[config.mk]
export PLATFORM = sky130hd
export DESIGN_NAME = i2c_slave_rx_burst
export DESIGN_NICKNAME = d
export VERILOG_FILES = /design/src/rtl/i2c_slave_rx_burst.sv
export SDC_FILE = /design/constraint.sdc
export NUM_CORES = 1
export LEC_CHECK = 0
export CORE_AREA = 2 2 65 67
export DETAILED_ROUTE_END_ITERATION = 10
export DIE_AREA = 0 0 67 69
export GPL_TIMING_DRIVEN = 0
export PLACE_DENSITY = 0.8
export SETUP_SLACK_MARGIN = 0.4
export SYNTH_ARGS = -nofsm -noshare
export SYNTH_HDL_FRONTEND = slang
export SYNTH_SLANG_ARGS = --single-unit
[constraint.sdc]
create_clock -name clk -period 2.92 [get_ports clk]
set_input_delay 0.584 -clock clk [delete_from_list [all_inputs] [get_ports clk]]
set_output_delay 0.584 -clock clk [all_outputs]
set_load 0.05 [all_outputs]
[src/rtl/i2c_slave_rx_burst.sv]
`timescale 1ns/1ps
`default_nettype none
// ============================================================================
// Module   : i2c_slave_rx_burst
// Purpose  : I2C slave burst receive engine. After address match the slave
//            top-level pulses 'enable' with a byte count. This block then
//            clocks in that many bytes MSB first. It drives the 9th-clock
//            ACK/NACK itself and streams each completed byte out with a
//            one-cycle valid pulse. SCL/SDA are synchronised and
//            glitch-filtered. A START/STOP seen inside a byte aborts the
//            burst.
// Revision : 1.0 - initial release
// ----------------------------------------------------------------------------
// Parameters
//   LEN_W          width of len / byte_index (max burst = 2^LEN_W-1)
//   FILTER_LEN     identical synchronised samples needed to move a filtered
//                  line (>= 1)
//   TIMEOUT_CYCLES SCL-low timeout in clk cycles (timeout build only)
// Optional build macro
//   I2C_RX_TIMEOUT_EN  adds the SCL-low timeout abort while busy
// Ports
//   clk, rst_n     system clock, asynchronous active-low reset
//   enable, len    one-cycle start pulse with burst length (len 0 -> error)
//   ack_en         sampled at each byte end: 1 = ACK, 0 = NACK and terminate
//   scl, sda       raw bus lines
//   sda_oe         1 = pull SDA low (ACK)
//   byte_data      last received byte, held until the next byte_valid
//   byte_valid     one-cycle pulse per completed byte
//   byte_index     0-based position of byte_data in the burst
//   busy           burst in progress
//   finish/nacked  one-cycle completion pulse; nacked flags a NACK stop
//   error          one-cycle abort pulse
// ============================================================================
module i2c_slave_rx_burst #(
    parameter int LEN_W          = 4,
    parameter int FILTER_LEN     = 2,
    parameter int TIMEOUT_CYCLES = 1024
) (
    input  logic             clk,
    input  logic             rst_n,
    input  logic             enable,
    input  logic [LEN_W-1:0] len,
    input  logic             ack_en,
    input  logic             scl,
    input  logic             sda,
    output logic             sda_oe,
    output logic [7:0]       byte_data,
    output logic             byte_valid,
    output logic [LEN_W-1:0] byte_index,
    output logic             busy,
    output logic             finish,
    output logic             nacked,
    output logic             error
);

    // ------------------------------------------------------------------
    // Input conditioning: channel 0 = SCL, channel 1 = SDA.
    // ------------------------------------------------------------------
    localparam int              FCNT_W   = (FILTER_LEN > 1) ? $clog2(FILTER_LEN) : 1;
    localparam logic [FCNT_W-1:0] FCNT_MAX = FCNT_W'(FILTER_LEN - 1);

    logic [1:0]             raw;
    logic [1:0]             sync1_q, sync1_d;
    logic [1:0]             sync2_q, sync2_d;
    logic [1:0]             filt_q,  filt_d;
    logic [1:0]             prev_q,  prev_d;
    logic [1:0][FCNT_W-1:0] fcnt_q,  fcnt_d;

    assign raw = {sda, scl};

    // The filter counts consecutive synchronised samples that disagree with
    // the filtered value. Any agreeing sample restarts the count, so a pulse
    // shorter than FILTER_LEN samples never reaches the filtered line.
    always_comb begin
        sync1_d = raw;
        sync2_d = sync1_q;
        prev_d  = filt_q;
        filt_d  = filt_q;
        fcnt_d  = fcnt_q;
        for (int i = 0; i < 2; i++) begin
            if (sync2_q[i] == filt_q[i]) begin
                fcnt_d[i] = '0;
            end else if (fcnt_q[i] == FCNT_MAX) begin
                filt_d[i] = sync2_q[i];
                fcnt_d[i] = '0;
            end else begin
                fcnt_d[i] = fcnt_q[i] + 1'b1;
            end
        end
    end

    // Idle bus level is high, so all conditioning stages reset to 1.
    always_ff @(posedge clk or negedge rst_n) begin
        if (!rst_n) begin
            sync1_q <= 2'b11;
            sync2_q <= 2'b11;
            filt_q  <= 2'b11;
            prev_q  <= 2'b11;
            fcnt_q  <= '0;
        end else begin
            sync1_q <= sync1_d;
            sync2_q <= sync2_d;
            filt_q  <= filt_d;
            prev_q  <= prev_d;
            fcnt_q  <= fcnt_d;
        end
    end

    logic scl_f;
    logic sda_f;
    logic scl_rise;
    logic scl_fall;
    logic scl_edge;
    logic sda_edge;
    logic bus_cond;

    assign scl_f    = filt_q[0];
    assign sda_f    = filt_q[1];
    assign scl_rise =  filt_q[0] & ~prev_q[0];
    assign scl_fall = ~filt_q[0] &  prev_q[0];
    assign scl_edge =  filt_q[0] ^  prev_q[0];
    assign sda_edge =  filt_q[1] ^  prev_q[1];
    // SDA moving while SCL is steadily high is a START or STOP. An SDA edge
    // in the same cycle as an SCL edge is ambiguous and is not treated as one.
    assign bus_cond = sda_edge & scl_f & ~scl_edge;

    // ------------------------------------------------------------------
    // Receive state machine
    // ------------------------------------------------------------------
    typedef enum logic [1:0] {
        ST_IDLE      = 2'd0,
        ST_BIT       = 2'd1,
        ST_WAIT_FALL = 2'd2,
        ST_ACK       = 2'd3
    } state_t;

    state_t           state_q,      state_d;
    logic [2:0]       bit_cnt_q,    bit_cnt_d;
    logic [LEN_W-1:0] byte_cnt_q,   byte_cnt_d;
    logic [LEN_W-1:0] len_q,        len_d;
    logic [6:0]       shift_q,      shift_d;
    logic             ack_q,        ack_d;
    logic             sda_oe_q,     sda_oe_d;
    logic [7:0]       byte_data_q,  byte_data_d;
    logic             byte_valid_q, byte_valid_d;
    logic [LEN_W-1:0] byte_index_q, byte_index_d;
    logic             busy_q,       busy_d;
    logic             finish_q,     finish_d;
    logic             nacked_q,     nacked_d;
    logic             error_q,      error_d;
    logic             timeout;

`ifdef I2C_RX_TIMEOUT_EN
    localparam int TO_W = $clog2(TIMEOUT_CYCLES + 1);

    logic [TO_W-1:0] to_cnt_q, to_cnt_d;

    // Counts busy cycles with SCL held low. Any SCL-high cycle or the end of
    // the burst clears it. The expiry cycle itself is the TIMEOUT_CYCLES-th
    // low cycle.
    always_comb begin
        to_cnt_d = '0;
        timeout  = 1'b0;
        if (busy_q && !scl_f) begin
            if (to_cnt_q == TO_W'(TIMEOUT_CYCLES - 1)) begin
                timeout = 1'b1;
            end else begin
                to_cnt_d = to_cnt_q + 1'b1;
            end
        end
    end

    always_ff @(posedge clk or negedge rst_n) begin
        if (!rst_n) begin
            to_cnt_q <= '0;
        end else begin
            to_cnt_q <= to_cnt_d;
        end
    end
`else
    // Without the timeout the engine waits indefinitely for SCL.
    // This comparison is always false, so timeout is tied off.
    assign timeout = (TIMEOUT_CYCLES < 0);
`endif

    always_comb begin
        state_d      = state_q;
        bit_cnt_d    = bit_cnt_q;
        byte_cnt_d   = byte_cnt_q;
        len_d        = len_q;
        shift_d      = shift_q;
        ack_d        = ack_q;
        sda_oe_d     = sda_oe_q;
        byte_data_d  = byte_data_q;
        byte_index_d = byte_index_q;
        busy_d       = busy_q;
        byte_valid_d = 1'b0;
        finish_d     = 1'b0;
        nacked_d     = 1'b0;
        error_d      = 1'b0;

        if ((state_q != ST_IDLE) && timeout) begin
            // Abort takes priority over every in-flight event, so finish can
            // never coincide with error.
            error_d  = 1'b1;
            busy_d   = 1'b0;
            sda_oe_d = 1'b0;
            state_d  = ST_IDLE;
        end else begin
            case (state_q)
                ST_IDLE: begin
                    sda_oe_d = 1'b0;
                    if (enable) begin
                        if (len != '0) begin
                            len_d      = len;
                            bit_cnt_d  = '0;
                            byte_cnt_d = '0;
                            shift_d    = '0;
                            busy_d     = 1'b1;
                            state_d    = ST_BIT;
                        end else begin
                            error_d = 1'b1;
                        end
                    end
                end

                ST_BIT: begin
                    if (bus_cond) begin
                        // START/STOP inside a byte: drop the partial byte.
                        error_d  = 1'b1;
                        busy_d   = 1'b0;
                        sda_oe_d = 1'b0;
                        state_d  = ST_IDLE;
                    end else if (scl_rise) begin
                        shift_d   = {shift_q[5:0], sda_f};
                        bit_cnt_d = bit_cnt_q + 3'd1;
                        if (bit_cnt_q == 3'd7) begin
                            // Eighth bit: publish the byte and freeze the
                            // ACK decision for the coming 9th clock.
                            byte_data_d  = {shift_q, sda_f};
                            byte_valid_d = 1'b1;
                            byte_index_d = byte_cnt_q;
                            ack_d        = ack_en;
                            state_d      = ST_WAIT_FALL;
                        end
                    end
                end

                ST_WAIT_FALL: begin
                    // SDA may only be driven once SCL is low again.
                    if (scl_fall) begin
                        sda_oe_d = ack_q;
                        state_d  = ST_ACK;
                    end
                end

                ST_ACK: begin
                    // Falling edge ending the 9th clock releases SDA.
                    if (scl_fall) begin
                        sda_oe_d = 1'b0;
                        if (!ack_q || (byte_cnt_q == (len_q - LEN_W'(1)))) begin
                            finish_d = 1'b1;
                            nacked_d = ~ack_q;
                            busy_d   = 1'b0;
                            state_d  = ST_IDLE;
                        end else begin
                            byte_cnt_d = byte_cnt_q + 1'b1;
                            state_d    = ST_BIT;
                        end
                    end
                end

                default: begin
                    state_d = ST_IDLE;
                end
            endcase
        end
    end

    // Asynchronous reset also drops sda_oe instantly, even mid-ACK.
    always_ff @(posedge clk or negedge rst_n) begin
        if (!rst_n) begin
            state_q      <= ST_IDLE;
            bit_cnt_q    <= '0;
            byte_cnt_q   <= '0;
            len_q        <= '0;
            shift_q      <= '0;
            ack_q        <= 1'b0;
            sda_oe_q     <= 1'b0;
            byte_data_q  <= '0;
            byte_valid_q <= 1'b0;
            byte_index_q <= '0;
            busy_q       <= 1'b0;
            finish_q     <= 1'b0;
            nacked_q     <= 1'b0;
            error_q      <= 1'b0;
        end else begin
            state_q      <= state_d;
            bit_cnt_q    <= bit_cnt_d;
            byte_cnt_q   <= byte_cnt_d;
            len_q        <= len_d;
            shift_q      <= shift_d;
            ack_q        <= ack_d;
            sda_oe_q     <= sda_oe_d;
            byte_data_q  <= byte_data_d;
            byte_valid_q <= byte_valid_d;
            byte_index_q <= byte_index_d;
            busy_q       <= busy_d;
            finish_q     <= finish_d;
            nacked_q     <= nacked_d;
            error_q      <= error_d;
        end
    end

    assign sda_oe     = sda_oe_q;
    assign byte_data  = byte_data_q;
    assign byte_valid = byte_valid_q;
    assign byte_index = byte_index_q;
    assign busy       = busy_q;
    assign finish     = finish_q;
    assign nacked     = nacked_q;
    assign error      = error_q;

endmodule
`default_nettype wire
* Yosys cells after proc, flatten, opt, wreduce, memory -nomap -nowiden
Index checks and enable logic that the tools add are counted.
Word-level totals: register bits after elaboration 49, input port bits 10, logic and storage cells 124
Operators by class: $add $sub $neg 5, equality and inequality tests 18, muxes and demuxes 51, bitwise operators 13, reductions and logical operators 16
Operators with widths (count):
- $mux 7 | 4
- $mux 1 | 25
- $ne 2x2->1 const B | 9
- $mux 4 | 4
- $mux 2 | 7
- $pmux 7 s2 | 1
- $mux 3 | 4
- $reduce_and 6->1 | 2
- $reduce_and 5->1 | 2
- $pmux 2 s4 | 1
- $pmux 4 s2 | 1
- $not 1->1 | 7
- $ne 3x3->1 const B | 2
- $pmux 3 s2 | 1
- $reduce_and 3->1 | 2
- $add 4x1->4 const B | 1
- $and 1x1->1 | 4
- $eq 2x2->1 const B | 2
- $eq 4x4->1 | 1
- $pmux 1 s4 | 1
- $reduce_and 2->1 | 2
- $reduce_and 4->1 | 1
- $reduce_bool 2->1 | 2
- $reduce_bool 4->1 | 1
- other kinds (13) | 16

* Logic depth before layout (Yosys ltp)
Gate-level depths: netlist (run 1).
word-level depth 6, gate-level depth with buffers 6, gate-level depth less buffers 6

* Worst setup path before layout (run 1)
No wires, ideal clock.
kind input port to flip-flop, from input len[1], to register len_q[0], arrival time 1.577 ns, slack 1.219 ns, cell stages on the path 3, buffers on the path 0, cells stage by stage or4_4 nand2_1 mux2_2
On the way: cells in the longest elaborated chain, start to end 2
Ends and longest elaborated chain:
- start: declaration | line 42 | input logic [LEN_W-1:0] len,
- $reduce_bool 4->1 | line 214 | if (len != '0) begin
- $reduce_and 3->1 (no line)
- end signal: assignment | line 301 | len_q <= len_d;
- end: declaration | line 140 | logic [LEN_W-1:0] len_q, len_d;
No other way between the ends. A chain may end at the register's enable or synchronous reset.

* Worst setup path in the final report (run 1)
from register sda_oe_q, in the netlist sda_oe, to output sda_oe
RTL lines:
- start: declaration | line 143 | logic sda_oe_q, sda_oe_d;
- start signal: assignment | line 304 | sda_oe_q <= sda_oe_d;
- end: declaration | line 46 | output logic sda_oe,
No word-level cell between the ends.

==> results.cfg, run 1 <==
[status]
outcome = complete, no violations

[sta]
holdWs_ns = 0.244
tightest_slew_ns = 0.513
skew_ns = 0.00565
fin_crit_ns = 2.09
finalSetupViolations = 0
finalSetupTns_ns = 0
post-route-period-util_pct = 71.7
rsz0062_at_grt = false
hold_violations = 0
slew_headroom_pct = 65.7
slew_violations = 0
fmax_ghz = 0.478

[logic_synthesis]
syn_inst = 167
async_flop_share_pct = 100
seq_area_frac_synth_pct = 56.7
ys_types = 46
synth_edf_count = 0
synth.area.top_cells = dfrtp_1, dfstp_2, mux2_2
yosys_warnings = 0
synthTopCellsByCount = dfrtp_1, nand2_1, mux2_2, a22o_1, inv_1
synth_top_cell_by_area = dfrtp_1
synth.most_common_cell = dfrtp_1
avgSynthCellArea_sq_um = 13.1
ys_seq_elements = 49
synth_ff_type = dfrtp_1
synth_fp_nets = 183
synth_top_area_share_pct = 47.0
syn_area_sq_mm = 0.00218

[layout]
fin_nets = 218
drive_above_1_share_pct = 23.2
n_antenna_cell = 0
multi_input_area_sq_um = 882
syn_to_final_growth_pct = 20.8
ff_latch_area_sq_mm = 0.00124
n_fill_cell = 308
final_cell_area_sq_mm = 0.00264

[power]
power_density_mw_per_mm2 = 986
p_int_uw = 1620
seqPwrFrac_pct = 41.8
swShare_pct = 37.7
p_comb_share_pct = 40.4
leakage_uw = 0.00117
p_switching_uw = 980
pwr-share-clk_pct = 17.8
ir_worst_vdd_mv = 0.540

[die]
die-width_um = 67
core_sq_mm = 0.00391
dieArea_sq_mm = 0.00462
rows = 23
die_y_um = 69
initial_core_util_pct = 55.8
io_pins = 28

[global_route]
grt_pass1_vias = 1523
gr-total-overflow = 0
grt_max_degree = 28
grt_usage_pct = 20.3
grt_pass1_wl_mm = 7.19
antenna_found_initial = 0

[clock_tree]
htreeDepth = 2
post-cts-setup-buffers = 0
cts_buffer_depth = 2
cts_resized = 0
clock_latency_ns = 0.30
numClockSinks = 49
hold_buffers = 0
cts_tree = yes
cts-root-buf = clkbuf_8
cts_buffers = 5
path_clk_slew_ns = 0.08

[worst_setup_path]
worstSetupPathType = reg -> out
cp_max_fo = 3
startpoint_type = flop
cp_cell_sequence = clkdlybuf4s50_1
crit_slowest_cell = clkdlybuf4s50_1
required_ns = 2.34
arrival_ns = 1.51
max_stage_delay_ns = 0.82
crit_buf_inv = 1
cp-end-kind = output port
critPathTopFamily = buffers and inverters

[placement]
gp_congestion = 0.840
placed_cell_area_sq_mm = 0.00253
portBuffers = 27
hpwl_mm = 2.96

[route]
via_per_inst = 5.77
first_iter_violations = 127
wirelength_mm = 4.08
ant_nets = 0
avgRoutedWirePerCell_um = 16.1
via_count = 1459
drc = 0
first_pass_iters = 4

[run]
maxCapViolations = 0

[hold_path]
hp-class = in -> async
flip-flops by register name (all words and copies together) (netlist names), 2 cells and up, named ones only:
signal / count
byte_index: 4
shift_q: 7
sync2_q: 2
fcnt_q: 2
filt_q: 2
byte_data: 8
byte_cnt_q: 4
len_q: 4
prev_q: 2
sync1_q: 2
bit_cnt_q: 3
through the flow:
step / total power [uW] / setup WS [ns] / std cells / utilization, %
2_1_floorplan: 1860 / 1.22 / 167 / -
3_3_place_gp: 2090 / 0.0289 / 244 / 64.3
3_5_place_dp: 2140 / 0.670 / 245 / 64.6
4_1_cts: 2620 / 0.817 / 253 / 67.4
5_1_grt: 2780 / 0.796 / 253 / 67.4
6_report: 2600 / 0.828 / 253 / 67.4
placed cells by master (no fill, tap or decap), types with 3 or more instances in the layout:
master | synthesis | routed
o21ai_0 | 7 | 7
o22ai_1 | 3 | 3
a21oi_1 | 3 | 3
nand3_1 | 4 | 4
inv_1 | 10 | 10
a22o_1 | 10 | 10
buf_2 | 3 | 4
dfrtp_1 | 41 | 41
clkdlybuf4s50_1 | 0 | 26
xnor2_1 | 4 | 4
dfstp_2 | 8 | 8
xor2_1 | 3 | 3
nor2_1 | 4 | 4
clkbuf_8 | 0 | 5
nand2_1 | 13 | 13
ha_1 | 6 | 6
mux2_2 | 12 | 12
power groups by stage:
stage | clock network [uW] | registers (uW) | logic, uW
2_1_floorplan | 0 | 1200 | 663
3_3_place_gp | 0 | 1080 | 1010
3_5_place_dp | 0 | 1100 | 1040
4_1_cts | 470 | 1090 | 1060
5_1_grt | 501 | 1120 | 1160
6_report | 463 | 1090 | 1050
final cells by class:
cell class | instances | share of cell area, %
Multi-Input combinational cell | 104 | 33.5
Clock inverter | 2 | 1.28
Timing Repair Buffer | 28 | 10.8
Tap cell | 50 | 2.37
Inverter | 10 | 1.42
Buffer | 4 | 0.997
Sequential cell | 49 | 46.9
Clock buffer | 6 | 2.75
per-layer routing:
layer	global-route usage [%]	share of wire, %
met5	0	0
met4	6.58	1.3
met3	4.89	4.1
met2	34.9	55
met1	24.5	39
final timing paths:
kind | to | slack (ns) | cells after the start | from
min reg2reg | sync2_q[0] | 0.37 | 0 | sync1_q[0]
max in group asynchronous | bit_cnt_q[0] | 2.16 | 2 | rst_n
min | len_q[2] | 0.24 | 1 | rst_n
max reg2reg | byte_cnt_q[3] | 1.08 | 6 | filt_q[0]
max | sda_oe | 0.83 | 1 | sda_oe
min in group clk | sync2_q[0] | 0.37 | 0 | sync1_q[0]
cell families (layout without fill, tap and decap cells):
logic type | after synthesis | count (layout) | synth area share [%]
buffers and inverters | 14 | 50 | 2.92
multiplexers | 15 | 15 | 7.63
XOR/XNOR | 9 | 9 | 4.59
adder cells (fa/ha/maj) | 6 | 6 | 3.44
AND/OR/NAND/NOR | 38 | 38 | 11.2
flip-flops | 49 | 49 | 56.7
AO/OA/AOI/OAI | 36 | 36 | 13.6
Note: power is estimated with default switching activity, not from simulation.
==> inputs of run 2 (changes only) <==
Settings changed: CORE_AREA 2 2 65 67 to 2 2 67 69, DIE_AREA 0 0 67 69 to 0 0 69 71, PLACE_DENSITY 0.8 to 0.76.
Clock period 2.92 ns to 1.95 ns, I/O delays scaled along.
==> run 2 against run 1 <==
Effect of this change: sequential share of layout area fell by 5.4 points; clock power rose by 56%; non-clock buffer count rose by 21; critical endpoint is now bit_cnt_q[0]; largest power group is now combinational logic; clock-buffer cell count did not move; cell count rose by 9.1%; combinational power rose by 110%; clock skew rose by 0.0048 ns.
==> results.cfg, run 2 (synthesis gave the netlist of run 1 again) <==
[status]
outcome = complete, no violations

[die]
dieArea_sq_mm = 0.00490
io_pins = 28
die-width_um = 69
initial_core_util_pct = 51.9
rows = 24
die_y_um = 71
core_sq_mm = 0.00420

[worst_setup_path]
cp-end-kind = flop
worstSetupPathType = reg -> reg
required_ns = 2.14
critPathTopFamily = flip-flops
cp.depth = 6
startpoint_type = flop
max_stage_delay_ns = 0.56
crit_slowest_cell = dfstp_2
cp_cell_sequence = inv_2 -> ha_4 -> nand3_4 -> and3_4 -> buf_6 -> mux2_2
arrival_ns = 1.83
cp_max_fo = 5
rr_worst_depth = 6
crit_buf_inv = 2

[placement]
dp_slack_ns = -0.0906
gp_congestion = 0.800
portBuffers = 27
placed_cell_area_sq_mm = 0.00256
hpwl_mm = 2.94

[layout]
multi_input_area_sq_mm = 0.00104
drive_above_1_share_pct = 46.9
n_fill_cell = 275
ff_latch_area_sq_mm = 0.00124
utilization_pct = 70.8
largest_reg_flops = 8
layout_common_cells = dfrtp_1, buf_4, clkdlybuf4s15_2, nand2_1, mux2_2
final_common_cell = dfrtp_1
final_cell_area_sq_mm = 0.00298
fin_nets = 239
syn_to_final_growth_pct = 36.5
n_antenna_cell = 0

[route]
avgRoutedWirePerCell_um = 16.5
first_iter_violations = 88
wirelength_mm = 4.55
via_per_inst = 5.59
ant_nets = 0
first_pass_iters = 4
via_count = 1542
drc = 0

[global_route]
antenna_found_initial = 0
grt_pass1_vias = 1584
grt_usage_pct = 19.7
grt_pass1_wl_mm = 7.60
grt_max_degree = 26
gr-total-overflow = 0

[clock_tree]
htreeDepth = 2
numClockSinks = 49
clock_latency_ns = 0.31
cts-root-buf = clkbuf_8
cts_tree = yes
hold_buffers = 0
path_clk_slew_ns = 0.09
cts_buffer_depth = 2
cts_buffers = 5

[power]
leakage_uw = 0.00132
seqPwrFrac_pct = 35.8
p_int_uw = 2780
p_comb_share_pct = 48.3
ir_worst_vdd_mv = 0.858
pwr-share-clk_pct = 15.8
swShare_pct = 39.0
power_density_mw_per_mm2 = 1530
p_switching_uw = 1780

[sta]
setup_ws_ns = 0.309
fmax_ghz = 0.610
hold_violations = 0
post-route-period-util_pct = 84.1
finalSetupViolations = 0
fin_crit_ns = 1.64
rsz0062_at_grt = true
slew_violations = 0
slew_headroom_pct = 59.2
tightest_slew_ns = 0.612
skew_ns = 0.0104

[run]
maxCapViolations = 0

[hold_path]
hp-class = in -> async
-- run 2: stage by stage --
step / setup TNS [ns] / hold slack, ns / cells / total power, uW
after floorplan: 0 / 0.0944 / 167 / 2830
after global placement: -33.26 / 0.346 / 246 / 3170
after detailed placement: -0.600 / 0.349 / 247 / 3280
after CTS: 0 / 0.0913 / 269 / 4280
after global routing: 0 / 0.108 / 276 / 4840
final: 0 / 0.0829 / 276 / 4560
-- run 2: final timing paths --
path / startpoint / to / slack (ns)
worst max-delay path: filt_q[0] / bit_cnt_q[0] / 0.31
worst min-delay path: rst_n / len_q[2] / 0.08
worst max register to register: filt_q[0] / bit_cnt_q[0] / 0.31
worst min register to register: sync1_q[0] / sync2_q[0] / 0.36
max in group asynchronous: rst_n / byte_data[4] / 1.33
min in group clk: sync1_q[0] / sync2_q[0] / 0.36
-- run 2: timing repair --
action / CTS / global route
setup buffers: 13 / 7
endpoints found under the setup margin: 43 / 31
gates resized for setup: 66 / 18
pin swaps: 20 / 16
gates cloned: 1 / 0
-- run 2: power by group through the flow --
stage	clock network (uW)	logic (uW)	registers, uW
finish	722	2200	1630
CTS	734	1940	1610
detailed placement	0	1630	1650
global route	777	2390	1680
global placement	0	1550	1620
floorplan	0	1040	1800
-- run 2: area by class of cell --
type	count	share of cell area, %
repair buffers	49	15.4
inverters	10	1.26
clock buffers	6	2.44
flip-flops and latches	49	41.5
well taps	52	2.18
multi-input cells	104	34.8
plain buffers	4	1.09
clock inverters	2	1.30
-- run 2: routing by layer --
layer | GRT usage [%] | vias up | routed length, um
met1 | 23.3 | 774 | 1840
li1 | - | 709 | -
met3 | 4.99 | 15 | 197
met4 | 7.41 | 0 | 140
met2 | 34.8 | 44 | 2380
met5 | 0 | - | 0
